File: src/rtl/serial_rx_pkg.sv
// Shared types and constants for the serial receive stage.
// Holds the frame geometry, the FSM state type and the parity helper.
package serial_rx_pkg;

    localparam int DATA_W          = 8;
    localparam int FRAME_DATA_BITS = 8;

    typedef enum logic [2:0] {
        IDLE,
        START,
        DATA,
        PARITY,
        STOP
    } rx_state_t;

    // Parity bit a correct transmitter would append to d.
    function automatic logic calc_parity(input logic [DATA_W-1:0] d, input logic odd);
        return (^d) ^ odd;
    endfunction

endpackage

File: src/rtl/bit_sync.sv
// Two-flop synchroniser for a single asynchronous input.
// RESET_VAL sets the value both flops take while rst is high.
module bit_sync #(
    parameter logic RESET_VAL = 1'b1
) (
    input  logic clk,
    input  logic rst,
    input  logic d,
    output logic q
);

    logic s1_q;
    logic s2_q;

    always_ff @(posedge clk or posedge rst) begin
        if (rst) begin
            s1_q <= RESET_VAL;
            s2_q <= RESET_VAL;
        end else begin
            s1_q <= d;
            s2_q <= s1_q;
        end
    end

    assign q = s2_q;

endmodule

File: src/rtl/serial_data_rx.sv
// Serial-to-parallel receiver: start bit, 8 data bits LSB first, parity, stop.
// Bits are sampled mid-cell using a sample counter restarted at each sample point.
module serial_data_rx
    import serial_rx_pkg::*;
#(
    parameter int CLKS_PER_BIT = 16,
    parameter int PARITY_ODD   = 0
) (
    input  logic              clk,
    input  logic              rst,
    input  logic              serial_in,
    output logic              data_valid,
    output logic [DATA_W-1:0] data,
    output logic              parity_error,
    output logic              frame_error,
    output logic              rx_busy
);

    localparam int CW = $clog2(CLKS_PER_BIT);

    logic sync_in;
    logic sync_d_q;

    rx_state_t         state_q, state_d;
    logic [CW-1:0]     cnt_q, cnt_d;
    logic [2:0]        bit_cnt_q, bit_cnt_d;
    logic [DATA_W-1:0] shift_q, shift_d;
    logic              par_q, par_d;
    logic [DATA_W-1:0] data_q, data_d;
    logic              data_valid_q, data_valid_d;
    logic              parity_error_q, parity_error_d;
    logic              frame_error_q, frame_error_d;
    logic              at_mid;
    logic              at_full;

    bit_sync #(.RESET_VAL(1'b1)) u_sync (
        .clk (clk),
        .rst (rst),
        .d   (serial_in),
        .q   (sync_in)
    );

    assign at_mid  = (cnt_q == CW'(CLKS_PER_BIT/2 - 1));
    assign at_full = (cnt_q == CW'(CLKS_PER_BIT - 1));

    always_comb begin
        state_d        = state_q;
        cnt_d          = cnt_q + CW'(1);
        bit_cnt_d      = bit_cnt_q;
        shift_d        = shift_q;
        par_d          = par_q;
        data_d         = data_q;
        data_valid_d   = 1'b0;
        parity_error_d = 1'b0;
        frame_error_d  = 1'b0;

        case (state_q)
            IDLE: begin
                cnt_d = '0;
                // Only a real high-to-low transition starts a frame, so a held-low break is ignored.
                if (sync_d_q && !sync_in) begin
                    state_d   = START;
                    bit_cnt_d = '0;
                end
            end
            START: begin
                if (at_mid) begin
                    cnt_d   = '0;
                    state_d = sync_in ? IDLE : DATA;
                end
            end
            DATA: begin
                if (at_full) begin
                    cnt_d     = '0;
                    shift_d   = {sync_in, shift_q[DATA_W-1:1]};
                    bit_cnt_d = bit_cnt_q + 3'd1;
                    if (bit_cnt_q == 3'(FRAME_DATA_BITS - 1)) begin
                        state_d = PARITY;
                    end
                end
            end
            PARITY: begin
                if (at_full) begin
                    cnt_d   = '0;
                    par_d   = sync_in;
                    state_d = STOP;
                end
            end
            STOP: begin
                if (at_full) begin
                    cnt_d   = '0;
                    state_d = IDLE;
                    if (sync_in) begin
                        data_d         = shift_q;
                        data_valid_d   = 1'b1;
                        parity_error_d = (par_q != calc_parity(shift_q, 1'(PARITY_ODD)));
                    end else begin
                        frame_error_d  = 1'b1;
                    end
                end
            end
            default: begin
                state_d = IDLE;
                cnt_d   = '0;
            end
        endcase
    end

    always_ff @(posedge clk or posedge rst) begin
        if (rst) begin
            sync_d_q       <= 1'b1;
            state_q        <= IDLE;
            cnt_q          <= '0;
            bit_cnt_q      <= '0;
            shift_q        <= '0;
            par_q          <= 1'b0;
            data_q         <= '0;
            data_valid_q   <= 1'b0;
            parity_error_q <= 1'b0;
            frame_error_q  <= 1'b0;
        end else begin
            sync_d_q       <= sync_in;
            state_q        <= state_d;
            cnt_q          <= cnt_d;
            bit_cnt_q      <= bit_cnt_d;
            shift_q        <= shift_d;
            par_q          <= par_d;
            data_q         <= data_d;
            data_valid_q   <= data_valid_d;
            parity_error_q <= parity_error_d;
            frame_error_q  <= frame_error_d;
        end
    end

    assign data_valid   = data_valid_q;
    assign data         = data_q;
    assign parity_error = parity_error_q;
    assign frame_error  = frame_error_q;
    assign rx_busy      = (state_q != IDLE);

endmodule
File: config.mk
export PLATFORM = sky130hd
export DESIGN_NAME = serial_data_rx
export DESIGN_NICKNAME = d
export VERILOG_FILES = /design/src/rtl/serial_rx_pkg.sv /design/src/rtl/bit_sync.sv /design/src/rtl/serial_data_rx.sv
export SDC_FILE = /design/constraint.sdc
export NUM_CORES = 1
export LEC_CHECK = 0
export BUFFER_PORTS_ARGS = -buffer_cell sky130_fd_sc_hd__buf_2
export CORE_MARGIN = 2
export CORE_UTILIZATION = 25
export CTS_CLUSTER_DIAMETER = 120
export DETAILED_ROUTE_END_ITERATION = 12
export SYNTH_ARGS = -nofsm -noshare
export SYNTH_HDL_FRONTEND = slang
export SYNTH_SLANG_ARGS = --single-unit
File: constraint.sdc
create_clock -name clk -period 2.15 [get_ports clk]
set_input_delay 0.43 -clock clk [delete_from_list [all_inputs] [get_ports clk]]
set_output_delay 0.43 -clock clk [all_outputs]
set_load 0.01 [all_outputs]
==> flow_summary.json, run 1 <==
{
  "hold_buffers": 0,
  "hp-class": "in -> async",
  "numCtsBuffers": 5,
  "tns_ns": 0,
  "grt_overflow": 0,
  "core_sq_um": 5890,
  "drt-initial-drc-count": 47,
  "synth_edf_count": 0,
  "setup_violations": 0,
  "cp.arrival_ns": 1.41,
  "grt_max_degree": 34,
  "io-pin-count": 15,
  "routed_wl_um": 2640,
  "cts_setup_buffers": 0,
  "layout.nets": 146,
  "antennaDiodeCount": 0,
  "clock_path_buffers": 2,
  "final-max-slew-violation-count": 0,
  "io_buffers": 14,
  "fin_crit_ns": 1.84,
  "initial_core_util_pct": 25.6,
  "crit_required_ns": 1.72,
  "finClkSkew_ns": 0.0132,
  "max_cap_violations": 0,
  "syn_to_final_growth_pct": 15.9,
  "fillers": 632,
  "cts_resized": 0,
  "place_congestion": 0.805,
  "routed.top_layer": "met4",
  "wl_per_cell_um": 12.2,
  "drive_above_1_share_pct": 34.0,
  "synth_cell_types": 34,
  "die_h_um": 81.7,
  "cts_tree": "built",
  "drcViolationCount": 0,
  "status": "finished, final reports clean",
  "p_per_area_nw_per_um2": 890,
  "worst_pin_slew_ns": 0.551,
  "finalPower_w": 0.00156,
  "cellLeakagePower_nw": 0.837,
  "rows": 28,
  "postRouteAntennaNets": 0,
  "yosys_warnings": 0,
  "yosysTopAreaCell": "dfrtp_1",
  "grt_pass1_wl_um": 4390,
  "synth_top_area_share_pct": 49.8,
  "wl_met1_um": 1350,
  "num_vias": 947,
  "routed_via_density": 4.38,
  "synthCells": 122,
  "crit_path_max_fanout": 10,
  "ys_top_cells_by_area": "dfrtp_1 50%, mux2_2 13%, dfstp_2 5.2%",
  "htreeDepth": 2,
  "critPathKind": "reg -> out",
  "fmax_mhz": 542,
  "ir_drop_mv": 0.329,
  "clk_latency_ns": 0.29,
  "dr_wl_met2_um": 1130,
  "synth_fp_nets": 128,
  "async_flop_share_pct": 100,
  "cp-start-kind": "register",
  "grt_pass1_vias": 893,
  "die_area_sq_um": 6670,
  "min_period_over_period_pct": 85.8,
  "die_w_um": 81.7,
  "wl_met3_um": 125,
  "cts_sinks": 33,
  "slew_headroom_pct": 63.0,
  "synth_top_flop_cell": "dfrtp_1",
  "ctsRootBufferMaster": "clkbuf_8",
  "yosysSeqAreaShare_pct": 55.0,
  "finalHoldViolCount": 0,
  "grt_usage_pct": 8.89,
  "hpwl_um": 1770,
  "firstDrtPassIters": 4,
  "synth_most_common_cell": "dfrtp_1",
  "synth-seq-cells": 33,
  "synthesis.area_sq_um": 1510,
  "clkTransAtPathRegs_ns": 0.07,
  "synthTopCellsByCount": "30 x dfrtp_1, 17 x mux2_2, 8 x o21ai_0",
  "synth_area_per_cell_sq_um": 12.4,
  "end_kind": "output port",
  "antenna_found_initial": 0,
  "rsz0062_at_grt": "false"
}
[worst max-delay path, cell delays in order, from the launching register on]
cell,delay (ns)
dfrtp_1,0.48
nor3_1,0.41
inv_1,0.09
buf_2,0.15
[power by group]
group | internal, W | switching [W] | total, W
registers | 0.000686 | 0.0000935 | 0.000780
clock network | 0.000260 | 0.000226 | 0.000486
logic | 0.000127 | 0.000163 | 0.000290
[path summary, 6_finish.rpt]
path,from,to,slack (ns),depth (start not counted)
worst max register to register,cnt_q[0]$_DFF_PP0_,shift_q[2]$_DFFE_PP0P_,0.35,4
worst min-delay path,rst,shift_q[3]$_DFFE_PP0P_,0.23,3
worst min register to register,u_sync.s1_q$_DFF_PP1_,u_sync.q$_DFF_PP1_,0.36,0
worst max-delay path,state_q[1]$_DFFE_PP0P_,rx_busy,0.31,3
max in group asynchronous,rst,u_sync.s1_q$_DFF_PP1_,1.59,3
min in group clk,serial_in,u_sync.s1_q$_DFF_PP1_,0.24,1
[final cells by class]
cell class | instances | area [sq um] | area share [%]
multi-input cells | 79 | 627 | 35.9
repair buffers | 16 | 85.1 | 4.87
inverters | 5 | 18.8 | 1.07
clock inverters | 1 | 7.51 | 0.429
clock buffers | 7 | 86.3 | 4.94
well taps | 75 | 93.8 | 5.37
flip-flops and latches | 33 | 830 | 47.5
[routing by layer]
metal / up-vias / track usage, %
met5: - / 0
met4: 0 / 3.00
met3: 6 / 4.29
met2: 15 / 12.0
met1: 458 / 12.3
li1: 468 / -
[cell families after synthesis]
group,Yosys count,synth area share [%]
muxes,17,12.7
DFF,33,55.0
xor gates and xnor gates,8,5.56
adders and majority gates,3,2.49
buffers and inverters,10,3.40
and+or+nand+nor,31,12.6
AOI/OAI and AO/OA,20,8.22
[stage by stage]
stage | hold WS [ns] | setup slack [ns] | util, % | instances | cell area [sq um]
3_3_place_gp | 0.347 | 0.390 | 28.1 | 208 | 1650
5_1_grt | 0.218 | 0.172 | 29.7 | 216 | 1750
2_1_floorplan | 0.345 | 0.583 | - | 122 | 1510
4_1_cts | 0.230 | 0.261 | 29.7 | 216 | 1750
6_report | 0.227 | 0.305 | 29.7 | 216 | 1750
3_5_place_dp | 0.350 | 0.379 | 28.1 | 208 | 1650
[registers in the layout, summed over array words and instances, names as in the netlist]
signal / flops
data: 8
shift_q: 8
cnt_q: 4
bit_cnt_q: 3
state_q: 3
data_valid: 1
frame_error: 1
par_q: 1
parity_error: 1
sync_d_q: 1
u_sync.q: 1
u_sync.s1_q: 1
[cell usage in the layout (no fill, tap or decap), types with 2 or more instances in the layout]
cell type  instances
dfrtp_1           30
mux2_2            17
buf_2             14
o21ai_0            8
nand2_1            7
nor2_1             7
xnor2_1            7
clkbuf_8           6
inv_1              4
a21oi_1            4
nand3_1            3
nor3_1             3
ha_1               3
dfstp_2            3
and3_1             2
nor2b_1            2
nor3b_1            2
buf_4              2
No activity file was read; power rests on OpenSTA's default activity.
==> run 2, diff against run 1 <==
- CORE_UTILIZATION: 25 -> 40
==> flow_summary.json, run 2 (synthesis results as in run 1) <==
{
  "status": "finished, final reports clean",
  "drt-initial-drc-count": 61,
  "grt_overflow": 0,
  "r2r_cells": 4,
  "ctsRootBufferMaster": "clkbuf_8",
  "hp-class": "in -> async",
  "place_congestion": 0.794,
  "worst_pin_slew_ns": 0.555,
  "cts_resized": 0,
  "clk_latency_ns": 0.28,
  "layout_common_cells": "30 x dfrtp_1, 17 x mux2_2, 14 x buf_2",
  "max_cap_violations": 0,
  "fmax_mhz": 532,
  "io_buffers": 14,
  "numCtsBuffers": 5,
  "finalHoldViolCount": 0,
  "clkTransAtPathRegs_ns": 0.07,
  "antennaDiodeCount": 0,
  "drive_above_1_share_pct": 34.0,
  "p_per_area_nw_per_um2": 957,
  "hpwl_um": 1670,
  "switching_share_pct": 28.3,
  "crit_path_max_fanout": 12,
  "slew_headroom_pct": 62.7,
  "syn_to_final_growth_pct": 15.2,
  "layout.nets": 146,
  "ir_drop_mv": 0.431,
  "final-max-slew-violation-count": 0,
  "wl_per_cell_um": 13.0,
  "crit_required_ns": 1.72,
  "pwr-share-comb_pct": 17.5,
  "cts_tree": "built",
  "initial_core_util_pct": 41.5,
  "die_w_um": 65.4,
  "clock_path_buffers": 2,
  "cts_setup_buffers": 0,
  "tns_ns": 0,
  "num_vias": 960,
  "cp-start-kind": "register",
  "layout_commonest_cell": "dfrtp_1",
  "rsz0062_at_grt": "false",
  "min_period_over_period_pct": 87.4,
  "grt_pass1_wl_um": 4460,
  "drcViolationCount": 0,
  "die_h_um": 65.4,
  "grt_pass1_vias": 969,
  "htreeDepth": 2,
  "fin_crit_ns": 1.88,
  "pwr-share-clk_pct": 35.6,
  "antenna_found_initial": 0,
  "setup_violations": 0,
  "io-pin-count": 15,
  "routed_wl_um": 2460,
  "grt_max_degree": 34,
  "power.switching_w": 0.000470,
  "finalPower_w": 0.00166,
  "critPathKind": "reg -> out",
  "p_seq_share_pct": 47.0,
  "postRouteAntennaNets": 0,
  "die_area_sq_um": 4280,
  "end_kind": "output port",
  "core_sq_um": 3630,
  "grt_usage_pct": 13.9,
  "place_area_sq_um": 1620,
  "rows": 22,
  "p_int_w": 0.00119,
  "design_area_sq_um": 1740,
  "cp.arrival_ns": 1.45,
  "hold_buffers": 0,
  "firstDrtPassIters": 4,
  "finClkSkew_ns": 0.00591,
  "cts_sinks": 33,
  "routed_via_density": 5.08,
  "cellLeakagePower_nw": 0.851
}
[run 2: cell types whose count changed in the layout (fill, tap and decap cells not counted), sizes merged]
cell	before	now
bufinv	0	1
clkinvlp	1	0
[run 2: critical path: stages (launching register included)]
cell     delay, ns
dfrtp_1       0.41
buf_4         0.19
nor3_1        0.36
inv_1         0.07
buf_2         0.14
[run 2: routing by layer]
metal / GRT usage [%] / vias to the layer above / wire (um)
met3: 4.62 / 2 / 132
met4: 6.25 / 0 / 20
met2: 21.2 / 21 / 1170
met5: 0 / - / 0
li1: - / 464 / -
met1: 18.0 / 473 / 1130
[run 2: power groups by stage]
stage,Combinational [W],Sequential (W),Clock (W)
6_report,0.000290,0.000780,0.000591
2_1_floorplan,0.000304,0.000733,0
4_1_cts,0.000293,0.000779,0.000614
3_3_place_gp,0.000283,0.000784,0
3_5_place_dp,0.000291,0.000790,0
5_1_grt,0.000335,0.000795,0.000640
[run 2: area by class of cell]
cell class | instances | area [sq um]
Clock inverter | 1 | 30.0
Inverter | 5 | 18.8
Fill cell | 359 | 1900
Multi-Input combinational cell | 79 | 627
Sequential cell | 33 | 830
Tap cell | 48 | 60.1
Clock buffer | 7 | 86.3
Timing Repair Buffer | 16 | 85.1
[run 2: final timing paths]
| check | startpoint | endpoint | slack (ns) |
|---|---|---|---|
| setup / recovery | state_q[2]$_DFFE_PP0P_ | rx_busy | 0.27 |
| hold / removal | rst | bit_cnt_q[0]$_DFFE_PP0P_ | 0.23 |
| setup reg to reg | cnt_q[0]$_DFF_PP0_ | shift_q[5]$_DFFE_PP0P_ | 0.38 |
| hold reg to reg | u_sync.s1_q$_DFF_PP1_ | u_sync.q$_DFF_PP1_ | 0.36 |
| max in group asynchronous | rst | sync_d_q$_DFF_PP1_ | 1.58 |
| min in group clk | serial_in | u_sync.s1_q$_DFF_PP1_ | 0.25 |
[run 2: through the flow]
stage / setup slack (ns) / util, % / std cells / hold WS (ns)
final: 0.271 / 47.8 / 189 / 0.234
after global routing: 0.0841 / 47.8 / 189 / 0.233
after CTS: 0.238 / 47.8 / 189 / 0.235
after detailed placement: 0.366 / 44.6 / 181 / 0.347
after global placement: 0.399 / 44.6 / 181 / 0.346
after floorplan: 0.583 / - / 122 / 0.345
==> run 3, diff against run 2 <==
--- a/config.mk
+++ b/config.mk
@@ -9,5 +9,6 @@
 export CORE_MARGIN = 2
-export CORE_UTILIZATION = 40
+export CORE_UTILIZATION = 57
 export CTS_CLUSTER_DIAMETER = 120
 export DETAILED_ROUTE_END_ITERATION = 12
+export PLACE_DENSITY = 0.77
 export SYNTH_ARGS = -nofsm -noshare
--- a/constraint.sdc
+++ b/constraint.sdc
@@ -3,2 +3,2 @@
 set_output_delay 0.43 -clock clk [all_outputs]
-set_load 0.01 [all_outputs]
+set_load 0.005 [all_outputs]
==> flow_summary.json, run 3 (synthesis results as in run 1) <==
{
  "status": "finished, final reports clean",
  "drcViolationCount": 0,
  "die_w_um": 55.4,
  "place_congestion": 0.794,
  "io-pin-count": 15,
  "drt-initial-drc-count": 20,
  "finalHoldViolCount": 0,
  "p_seq_share_pct": 50.5,
  "pwr-share-clk_pct": 30.9,
  "timing.rr.end": "shift_q[4]$_DFFE_PP0P_",
  "seqCellArea_sq_um": 830,
  "worst_pin_slew_ns": 0.554,
  "hold_buffers": 0,
  "p_per_area_nw_per_um2": 926,
  "drive_above_1_share_pct": 33.6,
  "cts_resized": 0,
  "wl_per_cell_um": 14.7,
  "hold_ws_ns": 0.170,
  "crit_path_cell_trace": "nor3_1 > inv_1 > buf_2",
  "htreeDepth": 2,
  "slowest_stage": "dfrtp_1",
  "p_int_w": 0.00109,
  "cellLeakagePower_nw": 0.832,
  "routed_via_density": 5.69,
  "io_buffers": 14,
  "place_area_sq_um": 1590,
  "crit_required_ns": 1.72,
  "die_area_sq_um": 3070,
  "clkTransAtPathRegs_ns": 0.10,
  "num_vias": 968,
  "fmax_mhz": 506,
  "end_kind": "output port",
  "syn_to_final_growth_pct": 11.1,
  "clk_latency_ns": 0.33,
  "die_h_um": 55.4,
  "clock_path_buffers": 2,
  "slew_headroom_pct": 62.8,
  "firstDrtPassIters": 4,
  "cts_tree": "built",
  "finClkSkew_ns": 0.00473,
  "cp.arrival_ns": 1.54,
  "ir_drop_mv": 0.604,
  "regToRegStartpoint": "cnt_q[0]$_DFF_PP0_",
  "grt_pass1_vias": 1018,
  "switching_share_pct": 29.8,
  "max_cap_violations": 0,
  "multi_input_area_sq_um": 627,
  "fin_crit_ns": 1.97,
  "setup_violations": 0,
  "min_period_over_period_pct": 91.8,
  "grt_pass1_wl_um": 4350,
  "numCtsBuffers": 5,
  "final-max-slew-violation-count": 0,
  "r2r_slack_ns": 0.36,
  "antenna_found_initial": 0,
  "initial_core_util_pct": 60.3,
  "grt_usage_pct": 18.4,
  "grt_overflow": 0,
  "hpwl_um": 1720,
  "hp-class": "in -> async",
  "power.switching_w": 0.000462,
  "core_sq_um": 2500,
  "r2r_cells": 4,
  "design_area_sq_um": 1680,
  "antennaDiodeCount": 0,
  "ctsRootBufferMaster": "clkbuf_4",
  "critical-path-max-stage-delay_ns": 0.58,
  "layout.nets": 145,
  "rsz0062_at_grt": "false",
  "grt_max_degree": 34,
  "layout_common_cells": "30 x dfrtp_1, 17 x mux2_2, 14 x buf_2",
  "layout_commonest_cell": "dfrtp_1",
  "cts_sinks": 33,
  "pwr-share-comb_pct": 18.6,
  "cts_setup_buffers": 0,
  "rows": 18,
  "routed_wl_um": 2510,
  "critPathKind": "reg -> out",
  "cp-start-kind": "register",
  "fillers": 195,
  "tns_ns": 0,
  "crit_path_max_fanout": 13,
  "postRouteAntennaNets": 0
}
-- run 3: metrics by stage --
step | util (%) | power [W] | instances | worst slack, ns
5_1_grt | 67.0 | 0.00164 | 170 | 0.0625
4_1_cts | 67.0 | 0.00157 | 170 | 0.192
3_5_place_dp | 63.6 | 0.00108 | 162 | 0.354
2_1_floorplan | - | 0.00103 | 122 | 0.583
3_3_place_gp | 63.6 | 0.00106 | 162 | 0.403
6_report | 67.0 | 0.00155 | 170 | 0.175
-- run 3: area by class of cell --
type	instances	area share [%]
clock buffers	7	3.29
clock inverters	1	1.79
inverters	5	1.12
multi-input cells	79	37.4
flip-flops and latches	33	49.5
well taps	30	2.24
repair buffers	15	4.63
-- run 3: layer usage --
layer,GRT usage (%),up-vias,routed length (um)
met2,29.4,22,1220
met4,10.5,0,45
met1,22.0,476,1130
met5,0,-,0
li1,-,465,-
met3,5.39,5,116
-- run 3: worst max-delay path by stage --
stage,startpoint,slack [ns],cells past startpoint,end
floorplan,cnt_q[0]$_DFF_PP0_,0.58,5,data[0]$_DFFE_PP0P_
global placement,cnt_q[0]$_DFF_PP0_,0.40,4,shift_q[1]$_DFFE_PP0P_
detailed placement,cnt_q[0]$_DFF_PP0_,0.35,4,shift_q[3]$_DFFE_PP0P_
CTS,state_q[2]$_DFFE_PP0P_,0.19,3,rx_busy
global route,state_q[2]$_DFFE_PP0P_,0.06,3,rx_busy
finish,state_q[2]$_DFFE_PP0P_,0.18,3,rx_busy
-- run 3: power groups by stage --
stage	Clock [W]	Combinational [W]	Sequential (W)
floorplan	0	0.000301	0.000733
global placement	0	0.000274	0.000788
detailed placement	0	0.000287	0.000794
CTS	0.000497	0.000290	0.000781
global route	0.000524	0.000324	0.000796
finish	0.000479	0.000289	0.000784
-- run 3: worst max-delay path, delay by kind of cell, from the launching register on --
| family | cells | cell delay (ns) |
|---|---|---|
| buf+inv | 2 | 0.20 |
| simple gates | 1 | 0.44 |
| flops | 1 | 0.58 |
